### src/rtl/conv_pkg.sv
// conv_pkg: definitions shared by the convolution datapath blocks.
//   cnt_width(dim)      - bits needed to count 0..dim-1 (at least 1)
//   win_width(k, pw)    - bits in a flattened k x k window of pw-bit pixels
//   win_idx(r, c, k)    - element slot of window element (r,c) in the flat vector
//   DEFAULT_FILTER_SIZE - window edge shared by window_gen and convolve
package conv_pkg;

    localparam int DEFAULT_FILTER_SIZE = 3;

    function automatic int cnt_width(input int dim);
        return (dim > 1) ? $clog2(dim) : 1;
    endfunction

    function automatic int win_width(input int k, input int pw);
        return k * k * pw;
    endfunction

    // Element (r,c) lives at bits [win_idx(r,c,k)*pw +: pw]; r=0 is the oldest row.
    function automatic int win_idx(input int r, input int c, input int k);
        return r * k + c;
    endfunction

endpackage

### src/rtl/line_buffer.sv
// line_buffer: single-row delay memory. Each word holds the K-1 previous rows'
// pixels for one column. Read and write share one address; the read is
// combinational, so it returns the word as it was before this cycle's write.
//   clk     - clock
//   wr_en   - write the word at addr on this edge
//   addr    - column address
//   wr_data - new word for addr
//   rd_data - current (pre-write) word at addr
module line_buffer
    import conv_pkg::*;
#(
    parameter int DEPTH = 128,
    parameter int WIDTH = 16
) (
    input  logic                        clk,
    input  logic                        wr_en,
    input  logic [cnt_width(DEPTH)-1:0] addr,
    input  logic [WIDTH-1:0]            wr_data,
    output logic [WIDTH-1:0]            rd_data
);

    logic [WIDTH-1:0] mem [DEPTH];

    // NOTE: storage arrays get no reset; a reset would block RAM inference and
    // stale words are always overwritten before they can reach the output.
    always_ff @(posedge clk) begin
        if (wr_en) begin
            mem[addr] <= wr_data;
        end
    end

    assign rd_data = mem[addr];

endmodule

### src/rtl/window_gen.sv
// window_gen: streaming KxK sliding-window generator.
// Raster-order pixels arrive on a valid/ready handshake; K-1 rows are held in a
// line buffer and the current KxK neighbourhood in a column shift array. Each
// accepted pixel that completes a stride-aligned window produces one registered
// window one cycle later.
//   clk, rst               - clock, synchronous active-high reset
//   pix_in/pix_valid       - input pixel stream
//   pix_ready              - pixel accepted this cycle when pix_valid is high
//   window_out             - flattened window, element (r,c) at (r*K+c)*PIXEL_WIDTH
//   window_valid/ready     - output handshake
//   win_row/win_col        - top-left coordinate of window_out
//   frame_done             - one-cycle pulse after the last pixel of a frame
module window_gen
    import conv_pkg::*;
#(
    parameter int IMAGE_WIDTH  = 128,
    parameter int IMAGE_HEIGHT = 128,
    parameter int FILTER_SIZE  = DEFAULT_FILTER_SIZE,
    parameter int PIXEL_WIDTH  = 8,
    parameter int STRIDE       = 1
) (
    input  logic                                          clk,
    input  logic                                          rst,
    input  logic [PIXEL_WIDTH-1:0]                        pix_in,
    input  logic                                          pix_valid,
    output logic                                          pix_ready,
    output logic [win_width(FILTER_SIZE, PIXEL_WIDTH)-1:0] window_out,
    output logic                                          window_valid,
    input  logic                                          window_ready,
    output logic [cnt_width(IMAGE_HEIGHT)-1:0]            win_row,
    output logic [cnt_width(IMAGE_WIDTH)-1:0]             win_col,
    output logic                                          frame_done
);

    localparam int K  = FILTER_SIZE;
    localparam int PW = PIXEL_WIDTH;
    localparam int RW = cnt_width(IMAGE_HEIGHT);
    localparam int CW = cnt_width(IMAGE_WIDTH);
    localparam int SW = cnt_width(STRIDE);

    localparam logic [CW-1:0] COL_LAST  = CW'(IMAGE_WIDTH - 1);
    localparam logic [RW-1:0] ROW_LAST  = RW'(IMAGE_HEIGHT - 1);
    localparam logic [CW-1:0] COL_FIRST = CW'(K - 1);
    localparam logic [RW-1:0] ROW_FIRST = RW'(K - 1);
    localparam logic [SW-1:0] S_RELOAD  = SW'(STRIDE - 1);

    logic [CW-1:0] col;
    logic [RW-1:0] row;
    // Stride phase down-counters: zero means this column/row is on the stride grid.
    logic [SW-1:0] x_cnt;
    logic [SW-1:0] y_cnt;

    logic [PW-1:0] win_q    [K][K];
    logic [PW-1:0] win_next [K][K];
    logic [win_width(K, PW)-1:0] win_flat;

    logic [(K-1)*PW-1:0] lb_rd;
    logic [(K-1)*PW-1:0] lb_wr;

    logic accept;
    logic col_last;
    logic row_last;
    logic col_hit;
    logic row_hit;
    logic qualify;

    assign pix_ready = !window_valid || window_ready;
    assign accept    = pix_valid && pix_ready;
    assign col_last  = (col == COL_LAST);
    assign row_last  = (row == ROW_LAST);
    assign col_hit   = (col >= COL_FIRST) && (x_cnt == '0);
    assign row_hit   = (row >= ROW_FIRST) && (y_cnt == '0);
    assign qualify   = accept && col_hit && row_hit;

    line_buffer #(
        .DEPTH (IMAGE_WIDTH),
        .WIDTH ((K - 1) * PW)
    ) u_line_buffer (
        .clk     (clk),
        .wr_en   (accept),
        .addr    (col),
        .wr_data (lb_wr),
        .rd_data (lb_rd)
    );

    // Column taps: slot r of the line-buffer word is row (row-(K-1)+r); the
    // incoming pixel is the newest row. The word written back drops the oldest
    // row and appends pix_in.
    // NOTE: every always_comb output is given a default first so no path can
    // leave it unassigned and infer a latch.
    always_comb begin
        lb_wr = '0;
        for (int r = 0; r < K; r++) begin
            for (int c = 0; c < K; c++) begin
                win_next[r][c] = win_q[r][c];
            end
        end
        for (int r = 0; r < K; r++) begin
            for (int c = 0; c < K - 1; c++) begin
                win_next[r][c] = win_q[r][c+1];
            end
        end
        for (int r = 0; r < K - 1; r++) begin
            win_next[r][K-1] = lb_rd[r*PW +: PW];
        end
        win_next[K-1][K-1] = pix_in;
        for (int r = 0; r < K - 2; r++) begin
            lb_wr[r*PW +: PW] = lb_rd[(r+1)*PW +: PW];
        end
        lb_wr[(K-2)*PW +: PW] = pix_in;
    end

    always_comb begin
        win_flat = '0;
        for (int r = 0; r < K; r++) begin
            for (int c = 0; c < K; c++) begin
                win_flat[win_idx(r, c, K)*PW +: PW] = win_next[r][c];
            end
        end
    end

    // Shift array holds only pixel data that is fully refilled before any
    // qualifying column, so it carries no reset.
    always_ff @(posedge clk) begin
        if (accept) begin
            win_q <= win_next;
        end
    end

    always_ff @(posedge clk) begin
        if (rst) begin
            col          <= '0;
            row          <= '0;
            x_cnt        <= '0;
            y_cnt        <= '0;
            window_valid <= 1'b0;
            window_out   <= '0;
            win_row      <= '0;
            win_col      <= '0;
            frame_done   <= 1'b0;
        end else begin
            frame_done <= accept && col_last && row_last;

            if (accept) begin
                if (col_last) begin
                    col   <= '0;
                    x_cnt <= '0;
                    if (row_last) begin
                        row   <= '0;
                        y_cnt <= '0;
                    end else begin
                        row <= row + RW'(1);
                        if (row >= ROW_FIRST) begin
                            y_cnt <= (y_cnt == '0) ? S_RELOAD : y_cnt - SW'(1);
                        end
                    end
                end else begin
                    col <= col + CW'(1);
                    if (col >= COL_FIRST) begin
                        x_cnt <= (x_cnt == '0) ? S_RELOAD : x_cnt - SW'(1);
                    end
                end
            end

            // A new window overrides the handshake clear, keeping the stream bubble-free.
            if (qualify) begin
                window_valid <= 1'b1;
                window_out   <= win_flat;
                win_row      <= row - ROW_FIRST;
                win_col      <= col - COL_FIRST;
            end else if (window_ready) begin
                window_valid <= 1'b0;
            end
        end
    end

endmodule

### config.mk
export PLATFORM = sky130hd
export DESIGN_NAME = window_gen
export DESIGN_NICKNAME = d
export VERILOG_FILES = /design/src/rtl/conv_pkg.sv /design/src/rtl/line_buffer.sv /design/src/rtl/window_gen.sv
export SDC_FILE = /design/constraint.sdc
export NUM_CORES = 2
export LEC_CHECK = 0
export BUFFER_PORTS_ARGS = -buffer_cell sky130_fd_sc_hd__clkbuf_2
export CAP_MARGIN = 20
export CORE_ASPECT_RATIO = 0.5
export CORE_UTILIZATION = 45
export CTS_BUF_LIST = sky130_fd_sc_hd__clkbuf_8
export CTS_CLUSTER_DIAMETER = 100
export CTS_CLUSTER_SIZE = 25
export DETAILED_ROUTE_END_ITERATION = 12
export PLACE_DENSITY_LB_ADDON = 0.05
export SYNTH_ARGS = -nofsm -noshare
export SYNTH_HDL_FRONTEND = slang
export SYNTH_SLANG_ARGS = --single-unit
### constraint.sdc
create_clock -name clk -period 9.19 [get_ports clk]
set_clock_uncertainty 0.05 [all_clocks]
set_input_delay 0 -clock clk [delete_from_list [all_inputs] [get_ports clk]]
set_output_delay 0 -clock clk [all_outputs]
set_load 0.01 [all_outputs]
==> run summary <==
vias in the first global route: 41434
Total GRT Usage: 0.246
num ports: 101
Finished Core Util: 0.489
Filler cells: 15375
Hold Path Class: input pin to register
Setup TNS: 0 ns
Slew Viols, Final: 0
Clock Tree Buf Depth: 3
period utilisation layout: 0.650
Worst slew margin: 0.216
Core Region: 0.187 sq mm
commonest non-fill, non-tap cell in the layout: edfxtp_1
crit path max fanout: 54
initial antenna violation count: 12
fin nets: 4472
TritonCTS buffer count: 98
CTS H-tree lvls: 3
unrepaired setup endpoints after global routing: false
DRT iter0 DRCs: 5012
routed vias/inst: 6.05
wirelength, routed: 237 mm
# DRC: 0
Power Total: 16.3 mW
area grow syn2layout: 7.38%
Highest Clock Rate: 0.167 GHz
CTS sink cnt: 2205
number of max-cap violations: 0
PortBufs: 100
Setup CP Type: register to register
Post-synth EDFFs: 2096
commonest non-fill, non-tap cells in the layout: edfxtp_1, mux4_2, mux2i_1
Synth Register Bits: 2205
First-pass DRT Iterations: 5
Main synth FF type: edfxtp_1
RePlAce Congestion: 0.820
min cycle time layout: 5.98 ns
synth unique cells: 59
sequential cell area fraction in the yosys report: 0.764
DR vias: 42363
Cells after Synth: 4223
hpwl dp: 136 mm
global-route wire length before repair: 329 mm
total gr overflow: 0
post-synthesis average cell area: 20.2 sq um
layout cells sized above 1: 0.217
Critical Path End Type: register
ys async rst share: 0
Final Hold Fails: 0
Die X: 618 um
Worst EP arrival: 6.52 ns
Clock Pin Slew Worst Setup and Hold Paths: 0.16 ns
Mapped Nets: 4246
Die Height: 310 um
Least-Margin Pin Slew: 1.17 ns
Yosys warning total: 0
Initial Util: 0.455
outcome: completed
Final setup viols: 0
CP required: 9.74 ns
worst skew pair latency: 0.90 ns
Mapped Area: 0.0853 sq mm
number of routed nets with antenna violations: 0
Critical Path Source Type: register
maximum number of pins on one net before global-route repair: 106
worst vdd ir: 0.000118 V
row count: 112
Root Driver: clkbuf_8
pwr/cell area: 178 mW/mm^2
CTS tree: built
leakage: 27.8 nW
Die Area: 0.191 sq mm
WL/cell: 33.8 um
-- cells in the mapped netlist, types with 6 or more instances --
cell type | number | share of area
mux4_1 | 9 | 0.0028
buf_4 | 22 | 0.0019
dfxtp_1 | 109 | 0.026
a22oi_2 | 6 | 0.00088
ha_1 | 11 | 0.0016
nand2_1 | 183 | 0.0081
a211oi_1 | 64 | 0.0056
xnor2_1 | 9 | 0.00092
a211oi_2 | 10 | 0.0015
o32ai_1 | 15 | 0.0015
mux2_2 | 41 | 0.0054
nor2b_1 | 43 | 0.0032
o22ai_1 | 16 | 0.0012
clkbuf_1 | 104 | 0.0046
mux2i_1 | 287 | 0.034
a221oi_1 | 22 | 0.0023
buf_1 | 13 | 0.00057
buf_12 | 14 | 0.0033
xor2_1 | 9 | 0.00092
o221ai_1 | 47 | 0.0048
a22oi_1 | 103 | 0.0091
nor2_1 | 204 | 0.0090
nand3_1 | 17 | 0.0010
a22o_1 | 12 | 0.0012
inv_1 | 10 | 0.00044
nor4b_1 | 14 | 0.0014
buf_6 | 26 | 0.0034
buf_8 | 7 | 0.0012
nor3_1 | 12 | 0.00070
and3_1 | 6 | 0.00044
a311oi_2 | 13 | 0.0023
a21oi_1 | 147 | 0.0086
mux4_2 | 390 | 0.10
buf_2 | 63 | 0.0037
edfxtp_1 | 2096 | 0.74
and2_1 | 33 | 0.0024
-- cells by family (layout without fill, tap and decap cells) --
family	count (synthesis)	in the layout	share of synthesized area
buf+inv	262	533	0.0194
fa+ha+maj	11	11	0.00161
compound gates	472	472	0.0409
flops	2205	2205	0.764
simple gates	528	528	0.0276
other cells	0	4	0
mux	727	727	0.145
xor+xnor	18	18	0.00185
-- registers in the layout (all words and copies together), names as in the netlist, named ones only --
signal	cells
win_row	7
win_col	7
col	7
u_line_buffer.mem	2048
window_out	72
win_flat	48
row	7
frame_done	1
window_valid	1
-- report_power, final --
group / switching [mW] / total [mW] / internal (mW)
clock: 2.92 / 3.97 / 1.04
combinational: 0.773 / 1.16 / 0.387
sequential: 0.0309 / 11.2 / 11.2
total: 3.73 / 16.3 / 12.6
-- area by class of cell --
class | instances | area (sq um) | area share
diodes | 4 | 10.0 | 0.000109
clock buffers | 103 | 1420 | 0.0155
inverters | 12 | 47.5 | 0.000519
clock inverters | 42 | 178 | 0.00194
flip-flops and latches | 2205 | 65100 | 0.712
repair buffers | 376 | 2870 | 0.0314
multi-input cells | 1756 | 18700 | 0.205
well taps | 2508 | 3140 | 0.0343
-- per-stage QoR --
| stage | instance area, sq um | cells | hold WS, ns | setup slack (ns) |
|---|---|---|---|---|
| after floorplan | 85300 | 4223 | 0.0489 | 2.77 |
| after global placement | 89600 | 6823 | 0.294 | 2.69 |
| after detailed placement | 89600 | 6831 | 0.309 | 3.14 |
| after CTS | 91400 | 6994 | 0.0379 | 3.09 |
| after global routing | 91600 | 7004 | 0.0647 | 2.92 |
| final | 91600 | 7006 | 0.109 | 3.21 |
-- worst max-delay path, cell delays in order, from the launching register on --
cell and delay (ns):
dfxtp_4 1.09, buf_12 0.44, mux4_2 0.34, mux4_2 0.30, nor2_1 0.15, nor4b_2 0.78, a21oi_1 0.22, mux2i_4 0.73
buf_4 0.60, buf_4 0.59
-- worst paths after layout --
check	startpoint	to	slack [ns]	depth (start not counted)
min reg2reg	window_out[2]	window_out[2]	0.41	2
max reg2reg	register	u_line_buffer.mem[21][3]	3.21	9
max	register	u_line_buffer.mem[21][3]	3.21	9
min	pix_in[0]	u_line_buffer.mem[71][8]	0.11	2
-- per-layer routing --
metal	wire length, um	up-vias	global-route usage
met3	17600	187	0.0462
met1	107000	23130	0.371
met4	3960	0	0.0420
met5	0	-	0
met2	108000	1451	0.379
li1	-	17595	-
-- repair_timing --
item                      in CTS  in global routing
hold buffers                  18                  0
buffers inserted               0                  0
hold endpoints to repair     520                  0
resized for setup              0                  0
Power figures use the tool's default switching activity.
